## src/rtl/muldiv_seq_if.sv

```systemverilog
// muldiv_seq_if: request/result bundle for the multi-cycle multiply/divide sequencer.
//   start    - request, sampled only while the sequencer is idle
//   alu_ctrl - 4'b0101 mult, 4'b1011 div; any other code makes start a no-op
//   op_a     - rs operand (multiplicand / dividend), two's complement
//   op_b     - rt operand (multiplier / divisor), two's complement
//   busy     - operation in progress, pipeline stalls
//   done     - one-cycle pulse, hi/lo valid while high
//   hi, lo   - registered result (product halves / remainder, quotient)
//   div_zero - sticky divide-by-zero flag
// master drives the request side, slave is the sequencer.
interface muldiv_seq_if #(
   parameter int unsigned WIDTH = 32
);
   logic             start;
   logic [3:0]       alu_ctrl;
   logic [WIDTH-1:0] op_a;
   logic [WIDTH-1:0] op_b;
   logic             busy;
   logic             done;
   logic [WIDTH-1:0] hi;
   logic [WIDTH-1:0] lo;
   logic             div_zero;

   modport master (
      output start, alu_ctrl, op_a, op_b,
      input  busy, done, hi, lo, div_zero
   );

   modport slave (
      input  start, alu_ctrl, op_a, op_b,
      output busy, done, hi, lo, div_zero
   );
endinterface

```

## src/rtl/muldiv_seq.sv

```systemverilog
// muldiv_seq: iterative signed multiply (radix-2 shift-add) and restoring divide for the
// MIPS HI/LO path. Operands are reduced to magnitudes on acceptance, WIDTH iterations run
// one per cycle, and the sign is applied in a final fix-up cycle.
// Ports:
//   clk   - rising-edge clock
//   rst_n - asynchronous active-low reset
//   bus   - muldiv_seq_if.slave (start/alu_ctrl/op_a/op_b in, busy/done/hi/lo/div_zero out)
// Configuration:
//   MULDIV_DIV_EN - when defined the divider and div_zero logic are built; otherwise only
//                   mult is accepted, div is ignored and div_zero is tied low.
module muldiv_seq #(
   parameter int unsigned WIDTH = 32
) (
   input logic         clk,
   input logic         rst_n,
   muldiv_seq_if.slave bus
);
   localparam int unsigned     CntW    = $clog2(WIDTH);
   localparam logic [3:0]      AluMult = 4'b0101;
   localparam logic [CntW-1:0] CntLast = CntW'(WIDTH - 1);

   typedef enum logic [1:0] {StIdle, StCalc, StFix} state_e;

   state_e             state_q, state_d;
   logic [CntW-1:0]    cnt_q, cnt_d;
   logic [2*WIDTH-1:0] acc_q, acc_d;     // mult: {partial product, multiplier}; div: low half quotient
   logic [WIDTH-1:0]   mcand_q, mcand_d; // |multiplicand| or |divisor|
   logic               neg_q, neg_d;     // result sign
   logic               busy_q, busy_d;
   logic               done_q, done_d;
   logic [WIDTH-1:0]   hi_q, hi_d;
   logic [WIDTH-1:0]   lo_q, lo_d;
   logic [WIDTH-1:0]   a_abs, b_abs;
   logic [WIDTH:0]     mul_sum;
   logic [2*WIDTH-1:0] prod;
`ifdef MULDIV_DIV_EN
   localparam logic [3:0] AluDiv = 4'b1011;
   logic               is_div_q, is_div_d;
   logic               dsign_q, dsign_d;  // dividend sign, gives remainder sign
   logic               dz_q, dz_d;
   logic [WIDTH-1:0]   rem_q, rem_d;
   logic [WIDTH:0]     rem_sh, trial;
`endif

   always_comb begin
      state_d = state_q;
      cnt_d   = cnt_q;
      acc_d   = acc_q;
      mcand_d = mcand_q;
      neg_d   = neg_q;
      busy_d  = busy_q;
      done_d  = 1'b0;
      hi_d    = hi_q;
      lo_d    = lo_q;
      a_abs   = bus.op_a[WIDTH-1] ? -bus.op_a : bus.op_a;
      b_abs   = bus.op_b[WIDTH-1] ? -bus.op_b : bus.op_b;
      mul_sum = {1'b0, acc_q[2*WIDTH-1:WIDTH]} + (acc_q[0] ? {1'b0, mcand_q} : '0);
      prod    = neg_q ? -acc_q : acc_q;
`ifdef MULDIV_DIV_EN
      is_div_d = is_div_q;
      dsign_d  = dsign_q;
      dz_d     = dz_q;
      rem_d    = rem_q;
      rem_sh   = {rem_q, acc_q[WIDTH-1]};
      trial    = rem_sh - {1'b0, mcand_q};
`endif

      case (state_q)
         StIdle: begin
            if (bus.start && bus.alu_ctrl == AluMult) begin
               acc_d   = {{WIDTH{1'b0}}, b_abs};
               mcand_d = a_abs;
               neg_d   = bus.op_a[WIDTH-1] ^ bus.op_b[WIDTH-1];
               cnt_d   = '0;
               busy_d  = 1'b1;
               state_d = StCalc;
`ifdef MULDIV_DIV_EN
               is_div_d = 1'b0;
               dz_d     = 1'b0;
            end else if (bus.start && bus.alu_ctrl == AluDiv) begin
               acc_d    = {{WIDTH{1'b0}}, a_abs};
               mcand_d  = b_abs;
               neg_d    = bus.op_a[WIDTH-1] ^ bus.op_b[WIDTH-1];
               dsign_d  = bus.op_a[WIDTH-1];
               is_div_d = 1'b1;
               rem_d    = '0;
               cnt_d    = '0;
               busy_d   = 1'b1;
               if (bus.op_b == '0) begin
                  // raw dividend parked in the idle upper half, reported as hi
                  acc_d   = {bus.op_a, a_abs};
                  dz_d    = 1'b1;
                  state_d = StFix;
               end else begin
                  dz_d    = 1'b0;
                  state_d = StCalc;
               end
`endif
            end
         end
         StCalc: begin
            cnt_d = cnt_q + 1'b1;
            if (cnt_q == CntLast) begin
               state_d = StFix;
            end
`ifdef MULDIV_DIV_EN
            if (is_div_q) begin
               // restore (keep shifted remainder) when the trial subtraction borrows
               acc_d[WIDTH-1:0] = {acc_q[WIDTH-2:0], ~trial[WIDTH]};
               rem_d = trial[WIDTH] ? rem_sh[WIDTH-1:0] : trial[WIDTH-1:0];
            end else
`endif
            begin
               acc_d = {mul_sum, acc_q[WIDTH-1:1]};
            end
         end
         StFix: begin
            state_d = StIdle;
            busy_d  = 1'b0;
            done_d  = 1'b1;
`ifdef MULDIV_DIV_EN
            if (dz_q) begin
               hi_d = acc_q[2*WIDTH-1:WIDTH];
               lo_d = '1;
            end else if (is_div_q) begin
               lo_d = neg_q ? -acc_q[WIDTH-1:0] : acc_q[WIDTH-1:0];
               hi_d = dsign_q ? -rem_q : rem_q;
            end else
`endif
            begin
               hi_d = prod[2*WIDTH-1:WIDTH];
               lo_d = prod[WIDTH-1:0];
            end
         end
         default: begin
            state_d = StIdle;
            busy_d  = 1'b0;
         end
      endcase
   end

   always_ff @(posedge clk or negedge rst_n) begin
      if (!rst_n) begin
         state_q  <= StIdle;
         cnt_q    <= '0;
         acc_q    <= '0;
         mcand_q  <= '0;
         neg_q    <= 1'b0;
         busy_q   <= 1'b0;
         done_q   <= 1'b0;
         hi_q     <= '0;
         lo_q     <= '0;
`ifdef MULDIV_DIV_EN
         is_div_q <= 1'b0;
         dsign_q  <= 1'b0;
         dz_q     <= 1'b0;
         rem_q    <= '0;
`endif
      end else begin
         state_q  <= state_d;
         cnt_q    <= cnt_d;
         acc_q    <= acc_d;
         mcand_q  <= mcand_d;
         neg_q    <= neg_d;
         busy_q   <= busy_d;
         done_q   <= done_d;
         hi_q     <= hi_d;
         lo_q     <= lo_d;
`ifdef MULDIV_DIV_EN
         is_div_q <= is_div_d;
         dsign_q  <= dsign_d;
         dz_q     <= dz_d;
         rem_q    <= rem_d;
`endif
      end
   end

   assign bus.busy = busy_q;
   assign bus.done = done_q;
   assign bus.hi   = hi_q;
   assign bus.lo   = lo_q;
`ifdef MULDIV_DIV_EN
   assign bus.div_zero = dz_q;
`else
   assign bus.div_zero = 1'b0;
`endif
endmodule

```

## src/flat_wrapper.sv

```systemverilog
// flat-port wrapper written by rule: the top's interface ports become plain ports
module muldiv_seq_flat 
#(
   parameter int unsigned WIDTH = 32
)
  (clk, rst_n, bus_start, bus_alu_ctrl, bus_op_a, bus_op_b, bus_busy, bus_done, bus_hi, bus_lo, bus_div_zero);
  muldiv_seq_if #(.WIDTH(WIDTH)) bus_i ();
  input logic clk;
  input logic rst_n;
  input wire logic [$bits(bus_i.start)-1:0] bus_start;
  input wire logic [$bits(bus_i.alu_ctrl)-1:0] bus_alu_ctrl;
  input wire logic [$bits(bus_i.op_a)-1:0] bus_op_a;
  input wire logic [$bits(bus_i.op_b)-1:0] bus_op_b;
  output wire logic [$bits(bus_i.busy)-1:0] bus_busy;
  output wire logic [$bits(bus_i.done)-1:0] bus_done;
  output wire logic [$bits(bus_i.hi)-1:0] bus_hi;
  output wire logic [$bits(bus_i.lo)-1:0] bus_lo;
  output wire logic [$bits(bus_i.div_zero)-1:0] bus_div_zero;
  assign bus_i.start = bus_start;
  assign bus_i.alu_ctrl = bus_alu_ctrl;
  assign bus_i.op_a = bus_op_a;
  assign bus_i.op_b = bus_op_b;
  assign bus_busy = bus_i.busy;
  assign bus_done = bus_i.done;
  assign bus_hi = bus_i.hi;
  assign bus_lo = bus_i.lo;
  assign bus_div_zero = bus_i.div_zero;
  muldiv_seq #(.WIDTH(WIDTH)) u_core (.clk(clk), .rst_n(rst_n), .bus(bus_i));
endmodule
```

## config.mk

```make
export PLATFORM = sky130hd
export DESIGN_NAME = muldiv_seq_flat
export DESIGN_NICKNAME = d
export VERILOG_FILES = /design/src/rtl/muldiv_seq_if.sv /design/src/rtl/muldiv_seq.sv /design/src/flat_wrapper.sv
export SDC_FILE = /design/constraint.sdc
export NUM_CORES = 1
export LEC_CHECK = 0
export ABC_AREA = 1
export CORE_AREA = 2 2 165 167
export DETAILED_ROUTE_END_ITERATION = 7
export DIE_AREA = 0 0 167 169
export MAX_ROUTING_LAYER = met4
export PLACE_DENSITY = 0.77
export RECOVER_POWER = 25
export SLEW_MARGIN = 15
export SYNTH_ARGS = -nofsm -noshare
export SYNTH_HDL_FRONTEND = slang
export SYNTH_SLANG_ARGS = --single-unit
```

## constraint.sdc

```tcl
create_clock -name clk -period 3.8 [get_ports clk]
set_clock_uncertainty 0.2 [all_clocks]
set_input_delay 0.76 -clock clk [delete_from_list [all_inputs] [get_ports clk]]
set_output_delay 0.76 -clock clk [all_outputs]
set_load 0.1 [all_outputs]
```

==> results of run 1 <==
[power breakdown]
| part | internal (mW) | switching, mW |
|---|---|---|
| combinational | 1.64 | 4.22 |
| clock | 0.969 | 0.905 |
| sequential | 2.38 | 0.751 |
[layout make-up]
| cell class | count | area, µm² | share of cell area |
|---|---|---|---|
| multi-input cells | 1542 | 7450 | 0.486 |
| repair buffers | 149 | 1480 | 0.0965 |
| well taps | 341 | 427 | 0.0279 |
| clock inverters | 15 | 213 | 0.0139 |
| clock buffers | 17 | 425 | 0.0278 |
| flip-flops and latches | 170 | 4260 | 0.278 |
| inverters | 284 | 1070 | 0.0699 |
[final timing paths]
check / slack (ns) / end / start
max reg2reg: 1.03 / u_core.acc_q[52]$_DFFE_PN0P_ / u_core.acc_q[0]$_DFFE_PN0P_
max in group asynchronous: 1.25 / u_core.neg_q$_DFFE_PN0P_ / rst_n
min reg2reg: 0.28 / u_core.mcand_q[22]$_DFFE_PN0P_ / u_core.mcand_q[22]$_DFFE_PN0P_
min in group asynchronous: 0.67 / u_core.cnt_q[3]$_DFFE_PN0P_ / rst_n
max: 0.87 / bus_hi[1] / u_core.bus.hi[1]$_DFFE_PN0P_
min: 0.28 / u_core.mcand_q[22]$_DFFE_PN0P_ / u_core.mcand_q[22]$_DFFE_PN0P_
[registers in the layout, indices dropped and copies added, names as in the netlist]
signal / cells
u_core.mcand_q: 32
u_core.acc_q: 64
u_core.bus.hi: 32
u_core.bus.lo: 32
u_core.cnt_q: 5
u_core.bus.done: 1
u_core.state_q: 2
u_core.neg_q: 1
u_core.bus.busy: 1
[Yosys cell counts (all sizes together) (16+ instances only)]
library cell  instances  area [µm²]
nand2               735        2830
inv                 283        1070
nor2                248        1020
nand3               175         916
dfrtp               170        4250
o21ai               125         678
xor2                 49         429
nand4                42         263
a21oi                41         205
ha                   37         463
buf                  32         178
clkbuf               22        92.6
o22ai                16         100
[layer usage]
layer | vias to the layer above | track usage | routed length (µm)
met5 | - | - | 0
met4 | 0 | 0.0926 | 1010
met3 | 64 | 0.0292 | 2940
met2 | 526 | 0.436 | 17100
met1 | 6058 | 0.418 | 18500
li1 | 6723 | - | -
[kinds of logic (layout without fill, tap and decap cells)]
group | after synthesis | in the layout
compound gates | 224 | 224
fa+ha+maj | 38 | 38
xor+xnor | 59 | 59
other cells | 1 | 1
buf+inv | 339 | 465
simple gates | 1220 | 1220
flops | 170 | 170
[through the flow]
| stage | cell area [µm²] | hold slack (ns) |
|---|---|---|
| floorplan | 13100 | 0.240 |
| global placement | 14700 | 0.259 |
| detailed placement | 14700 | 0.266 |
| CTS | 15300 | 0.180 |
| global route | 15300 | 0.304 |
| finish | 15300 | 0.282 |
==> insert_results.sql, run 1 <==
INSERT INTO impl_metrics (metric_group, metric, value, unit) VALUES
('global_route', 'grt_pass1_vias', '12400', ''),
('power', 'irDropWorstVdd', '0.994', 'mV'),
('synth', 'share_of_synthesized_registers_carrying_an_async_set_or_reset', '1.00', ''),
('floorplan', 'floorplan.die_area', '0.0282', 'mm²'),
('synth', 'synthDistinctLibCells', '50', ''),
('cells_and_area', 'num_antenna_cells', '0', ''),
('clock_tree', 'cts_buffer_depth', '2', ''),
('global_route', 'grt_start_max_net_pins', '85', ''),
('clock_tree', 'tritoncts', 'done', ''),
('floorplan', 'start_util', '0.493', ''),
('sta', 'min_period', '2.93', 'ns'),
('sta', 'postLayoutSetupSlackWorst', '0.874', 'ns'),
('worst_setup_path', 'critPathRequiredTime', '2.84', 'ns'),
('synth', 'synthXorXnorAreaFrac', '0.0396', ''),
('worst_setup_path', 'worst_ep_arrival_time', '1.97', 'ns'),
('synth', 'dominantRegCellSynth', 'sky130_fd_sc_hd__dfrtp_1', ''),
('cells_and_area', 'mostFrequentLayoutCell', 'sky130_fd_sc_hd__nand2_1', ''),
('worst_hold_path', 'worst_hold_path.num_cells', '2', ''),
('synth', 'post_synth_edffs', '0', ''),
('sta', 'final_min_period_over_clock_period', '0.770', ''),
('worst_setup_path', 'setup.worst_path.end_class', 'output port', ''),
('clock_tree', 'worst_skew_pair.late_latency', '0.45', 'ns'),
('placement', 'dpl_worst_slack', '0.842', 'ns'),
('cells_and_area', 'count_of_fill_cells_added_during_filler_insertion', '2570', ''),
('global_route', 'grtUsageTotal', '0.292', ''),
('run', 'drv_cap', '1', ''),
('sta', 'worst_slew_margin_rel', '-0.452', ''),
('synth', 'yosys.area_share.adder', '0.0370', ''),
('clock_tree', 'ctsResizeCount', '0', ''),
('cells_and_area', 'nNetsFinal', '2273', ''),
('sta', 'finalHoldViolCount', '0', ''),
('drt', 'vias', '13400', ''),
('synth', 'synth-seq-area-share', '0.326', ''),
('worst_setup_path', 'worstRegToRegCells', '13', ''),
('clock_tree', 'htree_levels', '4', ''),
('clock_tree', 'postCtsSetupRepairBufs', '0', ''),
('drt', 'drt_wl_total', '39600', 'µm'),
('clock_tree', 'cts_hold_buffers', '0', ''),
('floorplan', 'fp.dieW', '167', 'µm'),
('drt', 'drt.antenna.violating_nets', '0', ''),
('outcome', 'failed_checks', 'max-capacitance violations, max-slew violations', ''),
('clock_tree', 'cts_buffers', '17', ''),
('worst_setup_path', 'crit_path_start_kind', 'flop', ''),
('clock_tree', 'cts_num_sinks', '170', ''),
('drt', 'initialDrtViolationCount', '1225', ''),
('power', 'post-layout-total-power', '10.9', 'mW'),
('clock_tree', 'clock-root-buffer', 'sky130_fd_sc_hd__clkbuf_16', ''),
('synth', 'ys_seq_elements', '170', ''),
('synth', 'yosys_warnings', '0', ''),
('placement', 'dpl.hpwl', '31300', 'µm'),
('placement', 'place.gp.congestion', '0.964', ''),
('synth', 'syn_area_per_cell', '6.36', 'µm²'),
('synth', 'synth.mux.area_fraction', '0', ''),
('drt', 'drc_errors', '0', ''),
('worst_setup_path', 'crit_slowest_cell', 'sky130_fd_sc_hd__clkdlybuf4s50_1', ''),
('worst_setup_path', 'top_cell_family_by_delay_on_the_critical_path', 'buffers and inverters', ''),
('global_route', 'antenna_found_initial', '0', ''),
('worst_setup_path', 'count_of_cell_instances_traversed_by_the_critical_path', '1', ''),
('worst_setup_path', 'critical_path_peak_fanout', '2', ''),
('drt', 'drt_pass1_iterations', '5', ''),
('worst_setup_path', 'cpPeakStageDelay', '1.14', 'ns'),
('placement', 'numPortBuffers', '136', ''),
('floorplan', 'die_h', '169', 'µm'),
('global_route', 'global_route_congestion_overflow_total', '0', ''),
('synth', 'synth_fp_nets', '2160', ''),
('worst_setup_path', 'critical_path.cell_chain', 'clkdlybuf4s50_1', ''),
('sta', 'fmaxAchievable', '342', 'MHz'),
('sta', 'drv_slew', '84', ''),
('outcome', 'outcome', 'finished with violations', ''),
('sta', 'worst_pin_slew', '2.18', 'ns'),
('synth', 'synthSimpleGateAreaFrac', '0.394', '');
No activity file was read; power rests on OpenSTA's default activity.
==> run 2, diff against run 1 <==
==> constraint.sdc (replaced) <==
create_clock -name clk -period 2.8 [get_ports clk]
set_clock_uncertainty 0.2 [all_clocks]
set_input_delay 0.56 -clock clk [delete_from_list [all_inputs] [get_ports clk]]
set_output_delay 0.56 -clock clk [all_outputs]
set_load 0.1 [all_outputs]
==> run 2 against run 1 <==
Effect of this change:
- the flow now finishes without violations
- worst hold slack worse by 0.0037 ns
- total power is 36% higher
- cell count is 0.48% higher
- utilization decreased by 0.25 points
- clock-buffer cell count stayed put
- non-clock buffer count up 12
- register-to-register slack lost 0.80 ns
- routed wire length is 3.6% higher
- cell area decreased by 0.43%
- die area unchanged
- highest routed layer unchanged
==> insert_results.sql, run 2 (same netlist as run 1, synthesis figures left out) <==
INSERT INTO impl_metrics (metric_group, metric, value, unit) VALUES
('cells_and_area', 'final_instance_count_without_filler_cells', '2530', ''),
('worst_setup_path', 'worst_ep_arrival_time', '2.68', 'ns'),
('cells_and_area', 'num_antenna_cells', '0', ''),
('placement', 'placed_cells', '2497', ''),
('sta', 'fmaxAchievable', '389', 'MHz'),
('drt', 'vias', '13700', ''),
('cells_and_area', 'postLayoutCellArea', '0.0153', 'mm²'),
('cells_and_area', 'top_register', 'u_core.acc_q', ''),
('power', 'power_density', '970', 'mW/mm²'),
('clock_tree', 'cts_buffers', '17', ''),
('sta', 'setup_violations', '0', ''),
('power', 'irDropWorstVdd', '1.39', 'mV'),
('cells_and_area', 'largest_register_ff_count', '64', ''),
('outcome', 'outcome', 'complete, no violations', ''),
('floorplan', 'start_util', '0.493', ''),
('worst_setup_path', 'critical_path_peak_fanout', '5', ''),
('floorplan', 'placeableCoreArea', '0.0265', 'mm²'),
('clock_tree', 'htree_levels', '4', ''),
('clock_tree', 'postCtsSetupRepairBufs', '0', ''),
('drt', 'avgRoutedWirePerCell', '16.2', 'µm'),
('drt', 'drt.antenna.violating_nets', '0', ''),
('clock_tree', 'clock-root-buffer', 'sky130_fd_sc_hd__clkbuf_16', ''),
('run', 'drv_cap', '0', ''),
('cells_and_area', 'signed_area_change_from_the_synthesized_netlist_to_the_final_layout', '16.9', '%'),
('placement', 'place.gp.congestion', '0.986', ''),
('placement', 'dpl_worst_slack', '0.152', 'ns'),
('sta', 'setup_total_negative_slack', '0', 'ns'),
('sta', 'rsz0062_at_grt', 'false', ''),
('placement', 'dpl.hpwl', '32100', 'µm'),
('worst_hold_path', 'hp-class', 'reg -> reg', ''),
('cells_and_area', 'count_of_fill_cells_added_during_filler_insertion', '2658', ''),
('global_route', 'grtUsageTotal', '0.299', ''),
('sta', 'min_period', '2.57', 'ns'),
('drt', 'drc_errors', '0', ''),
('global_route', 'grt_start_max_net_pins', '90', ''),
('placement', 'numPortBuffers', '136', ''),
('worst_setup_path', 'setup.worst_path.end_class', 'flop', ''),
('floorplan', 'die_h', '169', 'µm'),
('drt', 'drt_pass1_iterations', '6', ''),
('clock_tree', 'tritoncts', 'done', ''),
('cells_and_area', 'layout-drive-gt1-share', '0.0854', ''),
('sta', 'worst_slew_margin_rel', '0.171', ''),
('sta', 'final_min_period_over_clock_period', '0.918', ''),
('sta', 'postLayoutSetupSlackWorst', '0.229', 'ns'),
('drt', 'initialDrtViolationCount', '1243', ''),
('clock_tree', 'clk_pin_slew_worst_paths', '0.08', 'ns'),
('drt', 'drt_wl_total', '41000', 'µm'),
('worst_setup_path', 'crit_path_start_kind', 'flop', ''),
('sta', 'worst_hold_margin', '0.279', 'ns'),
('global_route', 'grt_pass1_wl', '65500', 'µm'),
('global_route', 'grt_pass1_vias', '12600', ''),
('floorplan', 'fp.dieW', '167', 'µm'),
('worst_setup_path', 'crit_type', 'reg -> reg', ''),
('clock_tree', 'cts_num_sinks', '170', ''),
('cells_and_area', 'mostFrequentLayoutCell', 'sky130_fd_sc_hd__nand2_1', ''),
('worst_setup_path', 'regToRegSetupSlack', '0.23', 'ns'),
('global_route', 'antenna_found_initial', '0', ''),
('floorplan', 'i_o_pin_count', '138', ''),
('worst_setup_path', 'critPathRequiredTime', '2.91', 'ns'),
('cells_and_area', 'post-route-util', '0.576', ''),
('drt', 'vias_per_cell', '5.42', ''),
('sta', 'finalHoldViolCount', '0', ''),
('clock_tree', 'worst_skew_pair.late_latency', '0.45', 'ns'),
('floorplan', 'floorplan.die_area', '0.0282', 'mm²'),
('sta', 'worst_pin_slew', '1.24', 'ns'),
('placement', 'placed_cell_area', '0.0146', 'mm²'),
('global_route', 'global_route_congestion_overflow_total', '0', ''),
('floorplan', 'placementRows', '60', ''),
('sta', 'drv_slew', '0', ''),
('cells_and_area', 'nNetsFinal', '2285', ''),
('power', 'post-layout-total-power', '14.8', 'mW'),
('clock_tree', 'cts_buffer_depth', '2', ''),
('power', 'total_leakage_power', '8.11', 'nW'),
('cells_and_area', 'final_cell_mix', '720 x sky130_fd_sc_hd__nand2_1, 275 x sky130_fd_sc_hd__inv_1, 228 x sky130_fd_sc_hd__nor2_1, 168 x sky130_fd_sc_hd__dfrtp_1, 167 x sky130_fd_sc_hd__nand3_1', '');
run 2: path summary, 6_finish.rpt:
kind                                              start                            end  depth (start not counted)
min in group asynchronous                         rst_n    u_core.acc_q[4]$_DFFE_PN0P_                          2
max reg2reg                u_core.acc_q[32]$_DFFE_PN0P_   u_core.acc_q[45]$_DFFE_PN0P_                         11
min reg2reg                 u_core.cnt_q[3]$_DFFE_PN0P_    u_core.cnt_q[3]$_DFFE_PN0P_                          1
max in group asynchronous                         rst_n  u_core.bus.hi[13]$_DFFE_PN0P_                          3
min                         u_core.cnt_q[3]$_DFFE_PN0P_    u_core.cnt_q[3]$_DFFE_PN0P_                          1
max                        u_core.acc_q[32]$_DFFE_PN0P_   u_core.acc_q[45]$_DFFE_PN0P_                         11
run 2: where the power goes:
group | total [mW] | switching [mW] | internal (mW)
sequential | 4.23 | 1.00 | 3.23
clock | 2.58 | 1.32 | 1.26
combinational | 7.98 | 5.79 | 2.19
run 2: worst max-delay path, cell delays in order (launching register included):
cell,delay (ns)
sky130_fd_sc_hd__dfrtp_1,0.51
sky130_fd_sc_hd__ha_1,0.29
sky130_fd_sc_hd__inv_1,0.08
sky130_fd_sc_hd__fa_1,0.39
sky130_fd_sc_hd__inv_1,0.11
sky130_fd_sc_hd__nand2_1,0.07
sky130_fd_sc_hd__nand3_1,0.13
sky130_fd_sc_hd__nand2_1,0.09
sky130_fd_sc_hd__nand2_1,0.19
sky130_fd_sc_hd__a21oi_1,0.09
sky130_fd_sc_hd__o21ai_0,0.15
sky130_fd_sc_hd__o21ai_0,0.13
run 2: final cells by class:
cell class              instances  area, µm²  area share
inverters                     284       1070      0.0702
clock inverters                15        219      0.0144
clock buffers                  17        425      0.0279
repair buffers                161       1410      0.0921
multi-input cells            1542       7450       0.488
flip-flops and latches        170       4260       0.279
well taps                     341        427      0.0280
run 2: routing by layer:
| layer | track usage | share of wire | up-vias |
|---|---|---|---|
| met5 | - | 0 | - |
| met4 | 0.0821 | 0.023 | 0 |
| met3 | 0.0461 | 0.095 | 69 |
| met2 | 0.444 | 0.43 | 641 |
| met1 | 0.424 | 0.45 | 6243 |
| li1 | - | - | 6748 |
run 2: timing repair:
action,4_1_cts,5_1_grt
endpoints found under the setup margin,0,5
hold buffers,1,0
endpoints found under the hold margin,41,0
resized for setup,0,3
==> run 3, diff against run 2 <==
--- a/config.mk
+++ b/config.mk
@@ -7,6 +7,7 @@
 export LEC_CHECK = 0
 export ABC_AREA = 1
 export CORE_AREA = 2 2 165 167
+export CTS_BUF_LIST = sky130_fd_sc_hd__clkbuf_8
 export DETAILED_ROUTE_END_ITERATION = 7
 export DIE_AREA = 0 0 167 169
 export MAX_ROUTING_LAYER = met4
==> constraint.sdc (replaced) <==
create_clock -name clk -period 3.16 [get_ports clk]
set_clock_uncertainty 0.2 [all_clocks]
set_input_delay 0.632 -clock clk [delete_from_list [all_inputs] [get_ports clk]]
set_output_delay 0.632 -clock clk [all_outputs]
set_load 0.1 [all_outputs]
==> run 3 against run 2 <==
Effect of this change:
- register-to-register slack gained 0.31 ns
- worst hold slack improved by 0.0093 ns
- clock power is 35% lower
- fmax shrank 1.9%
- critical path type unchanged
- critical endpoint is now u_core.acc_q[40]$_DFFE_PN0P_
- largest cell class unchanged
- largest power group unchanged
==> insert_results.sql, run 3 (same netlist as run 1, synthesis figures left out) <==
INSERT INTO impl_metrics (metric_group, metric, value, unit) VALUES
('cells_and_area', 'signed_area_change_from_the_synthesized_netlist_to_the_final_layout', '14.8', '%'),
('floorplan', 'placeableCoreArea', '0.0265', 'mm²'),
('cells_and_area', 'layout-drive-gt1-share', '0.0816', ''),
('worst_setup_path', 'cpPeakStageDelay', '0.42', 'ns'),
('global_route', 'grt_pass1_wl', '64100', 'µm'),
('clock_tree', 'clk_pin_slew_worst_paths', '0.11', 'ns'),
('worst_hold_path', 'hp-class', 'reg -> reg', ''),
('sta', 'setup_total_negative_slack', '0', 'ns'),
('floorplan', 'i_o_pin_count', '138', ''),
('global_route', 'antenna_found_initial', '0', ''),
('drt', 'avgRoutedWirePerCell', '15.6', 'µm'),
('power', 'power.share.clock', '0.136', ''),
('placement', 'place.gp.congestion', '0.966', ''),
('power', 'power_density', '828', 'mW/mm²'),
('power', 'intPower', '5.45', 'mW'),
('global_route', 'global_route_congestion_overflow_total', '0', ''),
('worst_setup_path', 'critPathRequiredTime', '3.29', 'ns'),
('drt', 'drc_errors', '0', ''),
('worst_setup_path', 'worstRegToRegCells', '12', ''),
('cells_and_area', 'final_instance_count_without_filler_cells', '2522', ''),
('drt', 'met2_wirelength', '17100', 'µm'),
('floorplan', 'start_util', '0.493', ''),
('global_route', 'grtUsageTotal', '0.291', ''),
('drt', 'dr.max_layer_used', 'met4', ''),
('worst_setup_path', 'setup.worst_path.end_class', 'flop', ''),
('cells_and_area', 'mostFrequentLayoutCell', 'sky130_fd_sc_hd__nand2_1', ''),
('worst_hold_path', 'worst_hold_path.num_cells', '2', ''),
('drt', 'met1_routed_length', '18100', 'µm'),
('clock_tree', 'cts_buffer_depth', '2', ''),
('worst_setup_path', 'worst-path-buf-inv', '4', ''),
('sta', 'rsz0062_at_grt', 'false', ''),
('power', 'power.sequential.fraction', '0.301', ''),
('worst_setup_path', 'critical_path_peak_fanout', '30', ''),
('worst_setup_path', 'worst_ep_arrival_time', '2.75', 'ns'),
('sta', 'drv_slew', '0', ''),
('worst_hold_path', 'hold_path.startpoint', 'u_core.mcand_q[15]$_DFFE_PN0P_', ''),
('worst_setup_path', 'crit_path_start_kind', 'flop', ''),
('clock_tree', 'htree_levels', '4', ''),
('power', 'irDropWorstVdd', '0.995', 'mV'),
('cells_and_area', 'count_of_fill_cells_added_during_filler_insertion', '2680', ''),
('clock_tree', 'cts_buffers', '17', ''),
('clock_tree', 'clock-root-buffer', 'sky130_fd_sc_hd__clkbuf_8', ''),
('power', 'switchingPower', '6.97', 'mW'),
('placement', 'placed_cells', '2489', ''),
('sta', 'setup_violations', '0', ''),
('power', 'combinationalPowerShare', '0.564', ''),
('run', 'drv_cap', '0', ''),
('drt', 'drt_pass1_iterations', '6', ''),
('power', 'total_leakage_power', '7.98', 'nW'),
('sta', 'fmaxAchievable', '382', 'MHz'),
('sta', 'final_min_period_over_clock_period', '0.829', ''),
('floorplan', 'die_h', '169', 'µm'),
('drt', 'vias', '13500', ''),
('worst_setup_path', 'top_cell_family_by_delay_on_the_critical_path', 'compound AO/OA/AOI/OAI gates', ''),
('floorplan', 'fp.dieW', '167', 'µm'),
('global_route', 'grt_pass1_vias', '12700', ''),
('global_route', 'grt_start_max_net_pins', '63', ''),
('sta', 'worst_pin_slew', '1.29', 'ns'),
('worst_setup_path', 'crit_slowest_cell', 'sky130_fd_sc_hd__dfrtp_1', ''),
('drt', 'vias_per_cell', '5.36', ''),
('clock_tree', 'tritoncts', 'done', ''),
('worst_hold_path', 'endpoint_of_the_worst_hold_path', 'u_core.mcand_q[15]$_DFFE_PN0P_', ''),
('worst_setup_path', 'crit-reg2reg-launch', 'u_core.acc_q[0]$_DFFE_PN0P_', ''),
('drt', 'drt.antenna.violating_nets', '0', ''),
('drt', 'initialDrtViolationCount', '1237', ''),
('drt', 'drt_wl_total', '39400', 'µm'),
('power', 'switching_power_share_of_the_total', '0.561', ''),
('clock_tree', 'cts_num_sinks', '170', ''),
('worst_setup_path', 'critical_path.cell_chain', 'buf_4 -> nand2_1 -> inv_1 -> ha_1 -> nand2_1 -> inv_1 -> nand2_1 -> nand2_1 -> inv_1 -> nand3_1 -> o21ai_0 -> o21ai_0', ''),
('cells_and_area', 'final_cell_mix', '720 x sky130_fd_sc_hd__nand2_1, 275 x sky130_fd_sc_hd__inv_1, 228 x sky130_fd_sc_hd__nor2_1, 169 x sky130_fd_sc_hd__dfrtp_1, 167 x sky130_fd_sc_hd__nand3_1', ''),
('floorplan', 'placementRows', '60', ''),
('sta', 'min_period', '2.62', 'ns'),
('sta', 'finalHoldViolCount', '0', ''),
('worst_setup_path', 'regToRegSetupSlack', '0.54', 'ns'),
('placement', 'dpl.hpwl', '31500', 'µm'),
('clock_tree', 'worst_skew_pair.late_latency', '0.48', 'ns'),
('floorplan', 'floorplan.die_area', '0.0282', 'mm²'),
('cells_and_area', 'num_antenna_cells', '0', ''),
('placement', 'numPortBuffers', '136', ''),
('worst_setup_path', 'reg2reg_to', 'u_core.acc_q[40]$_DFFE_PN0P_', ''),
('cells_and_area', 'top_register', 'u_core.acc_q', ''),
('drt', 'met3_length', '3440', 'µm'),
('worst_setup_path', 'cpMostUsedCell', 'sky130_fd_sc_hd__nand2_1', ''),
('worst_setup_path', 'crit_type', 'reg -> reg', ''),
('sta', 'worst_slew_margin_rel', '0.140', ''),
('cells_and_area', 'nNetsFinal', '2277', ''),
('outcome', 'outcome', 'complete, no violations', ''),
('cells_and_area', 'largest_register_ff_count', '64', '');
==> run 3: changes by cell type in the layout (fill, tap and decap cells not counted), sizes merged <==
cell	before	now
bufinv	0	1
clkinv	6	5
inv	293	292
buf	90	82
clkinvlp	0	1
==> run 3: power by group through the flow <==
| stage | Sequential (mW) | Combinational, mW | Clock [mW] |
|---|---|---|---|
| finish | 3.73 | 7.00 | 1.68 |
| global route | 3.82 | 7.61 | 1.80 |
| CTS | 3.69 | 6.96 | 1.71 |
| detailed placement | 3.73 | 6.93 | 0 |
| global placement | 3.70 | 6.81 | 0 |
| floorplan | 5.24 | 3.51 | 0 |
==> run 3: layout make-up <==
cell class | instances | area, µm² | share of cell area
clock buffer | 17 | 234 | 0.0156
clock inverter | 15 | 196 | 0.0131
inverter | 284 | 1070 | 0.0714
multi-input combinational | 1542 | 7450 | 0.497
sequential | 170 | 4260 | 0.284
tap | 341 | 427 | 0.0285
timing repair buffer | 153 | 1360 | 0.0906
==> run 3: timing repair <==
action,4_1_cts,5_1_grt
hold endpoints to repair,46,0
resized for setup,0,0
hold buffers,1,0
setup buffers,0,0
==> run 3: worst min-delay path: stages (launching register included) <==
cell	delay, ns
sky130_fd_sc_hd__dfrtp_1	0.35
sky130_fd_sc_hd__nand2_1	0.06
sky130_fd_sc_hd__nand2_1	0.05
==> run 3: worst max path at each step <==
stage	slack (ns)	from	to	cells after the start
after floorplan	0.67	u_core.acc_q[0]$_DFFE_PN0P_	u_core.acc_q[51]$_DFFE_PN0P_	17
after global placement	0.17	bus_alu_ctrl[3]	u_core.acc_q[12]$_DFFE_PN0P_	8
after detailed placement	0.13	bus_alu_ctrl[3]	u_core.acc_q[25]$_DFFE_PN0P_	8
after CTS	0.61	u_core.acc_q[0]$_DFFE_PN0P_	u_core.acc_q[40]$_DFFE_PN0P_	12
after global routing	0.38	u_core.acc_q[0]$_DFFE_PN0P_	u_core.acc_q[63]$_DFFE_PN0P_	12
final	0.54	u_core.acc_q[0]$_DFFE_PN0P_	u_core.acc_q[40]$_DFFE_PN0P_	12
==> run 3: metrics by stage <==
| step | util | hold slack, ns | area (µm²) | total power [mW] | setup WS (ns) |
|---|---|---|---|---|---|
| 2_1_floorplan | - | 0.136 | 13100 | 8.75 | 0.671 |
| 6_report | 0.566 | 0.288 | 15000 | 12.4 | 0.540 |
| 3_5_place_dp | 0.549 | 0.268 | 14600 | 10.7 | 0.134 |
| 4_1_cts | 0.566 | 0.292 | 15000 | 12.4 | 0.611 |
| 5_1_grt | 0.566 | 0.320 | 15000 | 13.2 | 0.377 |
| 3_3_place_gp | 0.549 | 0.255 | 14600 | 10.5 | 0.175 |
==> run 3: routing by layer <==
layer,up-vias,global-route usage
li1,6717,-
met1,6155,0.408
met2,590,0.446
met3,56,0.0412
met4,0,0.0701
met5,-,-
